==> src/rtl/sr_drv_pkg.sv <==
// Shared types for the SR command driver: FSM state encoding, operation
// encoding, and the fair arbitration rule.
package sr_drv_pkg;

  typedef enum logic [1:0] {
    IDLE    = 2'b00,
    DRIVE_S = 2'b01,
    DRIVE_R = 2'b10,
    GAP     = 2'b11
  } state_t;

  typedef enum logic {
    OP_CLR = 1'b0,
    OP_SET = 1'b1
  } op_t;

  // When both request types are waiting, the one that did not run last wins.
  function automatic op_t pick_op(input logic want_set, input logic want_clr,
                                  input op_t last_op);
    if (want_set && want_clr) return (last_op == OP_SET) ? OP_CLR : OP_SET;
    else if (want_set)        return OP_SET;
    else                      return OP_CLR;
  endfunction

endpackage

==> src/rtl/sr_cycle_timer.sv <==
// Loadable down-counter timing both the hold and the gap phases.
// It saturates at zero; done flags that the current phase has run out.
module sr_cycle_timer #(
  parameter int CNT_W = 4
) (
  input  logic             clk,
  input  logic             rst_n,
  input  logic             load,
  input  logic [CNT_W-1:0] load_val,
  output logic [CNT_W-1:0] value,
  output logic             done
);

  always_ff @(posedge clk or negedge rst_n) begin
    if (!rst_n)              value <= '0;
    else if (load)           value <= load_val;
    else if (value != '0)    value <= value - 1'b1;
  end

  assign done = (value == '0);

endmodule

==> src/rtl/sr_cmd_driver.sv <==
// Turns set/clear request pulses into non-overlapping, timed s/r levels for
// an SR flip-flop, with one pending slot per request type.
module sr_cmd_driver
  import sr_drv_pkg::*;
#(
  parameter int HOLD_CYCLES = 2,
  parameter int GAP_CYCLES  = 1,
  parameter int CNT_W       = 4
) (
  input  logic clk,
  input  logic rst_n,
  input  logic set_req,
  input  logic clr_req,
  output logic s,
  output logic r,
  output logic busy,
  output logic conflict,
  output logic q_model
);

  localparam logic [CNT_W-1:0] HOLD_LOAD = CNT_W'(HOLD_CYCLES - 1);
  localparam logic [CNT_W-1:0] GAP_LOAD  = CNT_W'(GAP_CYCLES - 1);

  state_t           state, next_state;
  op_t              last_op, launch_op;
  logic             pend_set, pend_clr, next_pset, next_pclr;
  logic             want_set, want_clr, finish;
  logic             tmr_load, tmr_done;
  logic [CNT_W-1:0] tmr_load_val, tmr_value;

  sr_cycle_timer #(.CNT_W(CNT_W)) u_timer (
    .clk      (clk),
    .rst_n    (rst_n),
    .load     (tmr_load),
    .load_val (tmr_load_val),
    .value    (tmr_value),
    .done     (tmr_done)
  );

  // A request sampled on the launching edge counts as already pending.
  assign want_set  = pend_set | set_req;
  assign want_clr  = pend_clr | clr_req;
  assign launch_op = pick_op(want_set, want_clr, last_op);
  assign finish    = ((state == DRIVE_S) || (state == DRIVE_R)) && tmr_done;

  always_comb begin
    next_state   = state;
    next_pset    = want_set;
    next_pclr    = want_clr;
    tmr_load     = 1'b0;
    tmr_load_val = HOLD_LOAD;
    case (state)
      IDLE: begin
        if (want_set || want_clr) begin
          tmr_load = 1'b1;
          if (launch_op == OP_SET) begin
            next_state = DRIVE_S;
            next_pset  = 1'b0;
          end else begin
            next_state = DRIVE_R;
            next_pclr  = 1'b0;
          end
        end
      end
      DRIVE_S, DRIVE_R: begin
        if (tmr_done) begin
          if (GAP_CYCLES == 0) begin
            next_state = IDLE;
          end else begin
            next_state   = GAP;
            tmr_load     = 1'b1;
            tmr_load_val = GAP_LOAD;
          end
        end
      end
      GAP: begin
        if (tmr_value == '0) next_state = IDLE;
      end
      default: next_state = IDLE;
    endcase
  end

  // Outputs decode next_state so they line up with the state register.
  always_ff @(posedge clk or negedge rst_n) begin
    if (!rst_n) begin
      state    <= IDLE;
      pend_set <= 1'b0;
      pend_clr <= 1'b0;
      last_op  <= OP_CLR;
      s        <= 1'b0;
      r        <= 1'b0;
      busy     <= 1'b0;
      conflict <= 1'b0;
      q_model  <= 1'b0;
    end else begin
      state    <= next_state;
      pend_set <= next_pset;
      pend_clr <= next_pclr;
      conflict <= set_req & clr_req;
      s        <= (next_state == DRIVE_S);
      r        <= (next_state == DRIVE_R);
      busy     <= (next_state != IDLE);
      if (finish) begin
        q_model <= (state == DRIVE_S);
        last_op <= (state == DRIVE_S) ? OP_SET : OP_CLR;
      end
    end
  end

endmodule

==> config.mk <==
export PLATFORM = sky130hd
export DESIGN_NAME = sr_cmd_driver
export DESIGN_NICKNAME = d
export VERILOG_FILES = /design/src/rtl/sr_drv_pkg.sv /design/src/rtl/sr_cycle_timer.sv /design/src/rtl/sr_cmd_driver.sv
export SDC_FILE = /design/constraint.sdc
export NUM_CORES = 1
export LEC_CHECK = 0
export CAP_MARGIN = 20
export CORE_MARGIN = 1
export CORE_UTILIZATION = 29
export DETAILED_ROUTE_END_ITERATION = 10
export GPL_ROUTABILITY_DRIVEN = 0
export PLACE_DENSITY_LB_ADDON = 0.2
export REMOVE_ABC_BUFFERS = 1
export SLEW_MARGIN = 20
export SYNTH_ARGS = -nofsm -noshare
export SYNTH_HDL_FRONTEND = slang
export SYNTH_SLANG_ARGS = --single-unit
==> constraint.sdc <==
create_clock -name clk -period 2.1 [get_ports clk]
set_clock_uncertainty 0.2 [all_clocks]
set_input_delay 0.525 -clock clk [delete_from_list [all_inputs] [get_ports clk]]
set_output_delay 0.525 -clock clk [all_outputs]
set_load 0.02 [all_outputs]
==> flow_metrics.env <==
export IMPL_die_y_um=49.78
export IMPL_num_rows=16
export IMPL_fin_crit_sh_pct=95.64
export IMPL_p_per_area_mw_per_mm2=1614
export IMPL_fin_nets=89
export IMPL_synthArstFlopShare_pct=100.0
export IMPL_vdd_drop_max_mv=0.6504
export IMPL_pre_cts_slack_ns=-0.1203
export IMPL_cts_setup_buffers=0
export IMPL_wl_mm=1.174
export IMPL_post_drt_wl_per_cell_um=11.18
export IMPL_rsz0062_at_grt="no"
export IMPL_antenna_found_initial=0
export IMPL_clock_path_buffers=2
export IMPL_rr_worst_depth=7
export IMPL_setup_violations_final=0
export IMPL_critPathRequiredTime_ns=1.37
export IMPL_num_io_pins=9
export IMPL_synth_top_area_share_pct=49.15
export IMPL_synth_distinct_cells=27
export IMPL_yosysTopAreaCell="dfrtp_1"
export IMPL_vias=479
export IMPL_first_global_vias=463
export IMPL_power_total_mw=1.339
export IMPL_synth_xor_area_share_pct=1.323
export IMPL_cp_slowest_stage_delay_ns=0.62
export IMPL_crit_buf_inv=1
export IMPL_cts_made_buffers=3
export IMPL_die_w_um=49.78
export IMPL_cp_start_kind="flop"
export IMPL_ys_warn_count=0
export IMPL_track_usage_pct=11.63
export IMPL_synthMostInstantiatedCell="dfrtp_1"
export IMPL_maxCapViolCount=0
export IMPL_cts_tree="built"
export IMPL_synth_fa_ha_area_share_pct=11.34
export IMPL_yosys_register_bits=13
export IMPL_start_util_pct=32.10
export IMPL_core_area_mm2=0.002062
export IMPL_synth_area_per_cell_um2=10.51
export IMPL_detail_route_first_pass_iterations=3
export IMPL_fmaxAchievable_ghz=0.4979
export IMPL_clockRootBuffer="clkbuf_4"
export IMPL_route_detailed_drc=0
export IMPL_synth_seq_area_share_pct=49.15
export IMPL_drtAntennaViolNets=0
export IMPL_p_leak_nw=0.3833
export IMPL_worstMarginPinSlew_ns=0.3314
export IMPL_status="finished clean"
export IMPL_area_growth_pct=25.33
export IMPL_path_cells="clkdlybuf4s50_1"
export IMPL_critPathTopFamily="buffers and inverters"
export IMPL_syn_area_um2=661.9
export IMPL_h_tree_depth=1
export IMPL_drive_gt1_share_pct=16.67
export IMPL_synth_top_cells_by_count="13 x dfrtp_1, 7 x nor2_1, 6 x ha_1, 6 x inv_1"
export IMPL_worstSetupPathType="reg2out"
export IMPL_layout_setup_ws_ns=0.09152
export IMPL_cp_slowest_cell="clkdlybuf4s50_1"
export IMPL_finalHoldViolCount=0
export IMPL_drt_first_iter_violations=6
export IMPL_clock_latency_ns=0.28
export IMPL_dpl_hpwl_um=914
export IMPL_grt_pass1_wl_mm=2.056
export IMPL_cp_end_kind="output pin"
export IMPL_clock_sinks=13
export IMPL_cp_depth=1
export IMPL_viasPerCell=4.562
export IMPL_cts_clk_slew_worst_paths_ns=0.08
export IMPL_grt_overflow_total=0
export IMPL_grt_max_degree=8
export IMPL_die_area_mm2=0.002478
export IMPL_synth_enable_flop_cells=0
export IMPL_hp_class="in2async"
export IMPL_cp_arrival_ns=1.28
export IMPL_syn_instance_count=63
export IMPL_synth_simple_area_share_pct=17.58
export IMPL_slew_viol_final=0
export IMPL_min_period_ns=2.008
export IMPL_cp_max_fo=4
export IMPL_synthTopCellsByArea="dfrtp_1 49%, ha_1 11%, nor2_1 4.0%"
export IMPL_synth_mux_area_fraction_pct=3.214
export IMPL_synth_flop_cell="dfrtp_1"
export IMPL_maxSlewHeadroom_pct=77.84
export IMPL_synth_top_family_by_area="simple AND/OR/NAND/NOR gates"
export IMPL_io_buffers=8
export IMPL_antennaDiodeCount=0
export IMPL_synth_compound_area_share_pct=12.67
-- power by group --
group / switching (mW) / internal [mW]
registers: 0.0642 / 0.363
logic: 0.404 / 0.350
clock network: 0.0835 / 0.0738
total: 0.552 / 0.787
-- timing repair --
| item | 4_1_cts | 5_1_grt |
|---|---|---|
| setup endpoints to repair | 0 | 1 |
| hold buffers | 0 | 0 |
| gates resized for setup | 0 | 2 |
-- layer usage --
layer | track usage, % | part of all wire [%] | up-vias
met4 | 10.00 | 3.3 | 0
met3 | 1.852 | 2.1 | 5
li1 | - | - | 248
met5 | 0 | 0 | -
met2 | 16.22 | 45 | 5
met1 | 15.41 | 50 | 221
-- cells by family after synthesis --
family,count (synthesis)
muxes,2
buffers and inverters,8
AOI/OAI and AO/OA,11
DFF,13
xor gates and xnor gates,1
adders and majority gates,6
and+or+nand+nor,22
-- cells in the final DEF (no fill, tap or decap), types with 2 or more instances in the layout --
cell             instances
nand2_1                  2
inv_2                    2
and2_1                   2
nor3_1                   3
a21oi_1                  3
nand3_1                  2
clkbuf_4                 3
a221o_1                  2
buf_4                    4
clkdlybuf4s50_1          8
dfrtp_1                 13
inv_1                    5
nor2_1                   7
ha_1                     5
-- worst reg2reg max path, cell delays in order, from the launching register on --
cell and delay, ns:
dfrtp_1 0.38, inv_2 0.09, ha_2 0.19, or3b_1 0.38, buf_4 0.17, mux2i_1 0.16, o211ai_2 0.13, and2_1 0.16
-- final timing paths --
kind	startpoint	to	slack, ns
min in group clk	pend_set	pend_set	0.35
hold / removal	rst_n	pend_set	0.30
hold reg to reg	pend_set	pend_set	0.35
setup reg to reg	u_timer.value[0]	s	0.14
setup / recovery	q_model	q_model	0.09
max in group asynchronous	rst_n	busy	0.99
-- cell type report --
type / count / area (µm²)
Clock buffer: 4 / 26.28
Fill cell: 213 / 1232
Inverter: 7 / 26.28
Multi-Input combinational cell: 42 / 307.8
Sequential cell: 13 / 325.3
Tap cell: 27 / 33.78
Timing Repair Buffer: 12 / 110.1
-- per-stage QoR --
step,hold slack (ns),instance area (µm²),TNS [ns],utilization [%],cells
after floorplan,0.02941,656.9,0,-,62
after global placement,0.3256,800.8,-0.1560,38.83,101
after detailed placement,0.3389,800.8,-0.3438,38.83,101
after CTS,0.3107,827.0,0,40.11,105
after global routing,0.3300,829.5,0,40.23,105
final,0.3020,829.5,0,40.23,105
-- state kept, by name (all words and copies together) (netlist names) --
signal,count
u_timer.value,4
busy,1
conflict,1
pend_clr,1
s,1
q_model,1
pend_set,1
r,1
state,2
No activity file was read; power rests on OpenSTA's default activity.
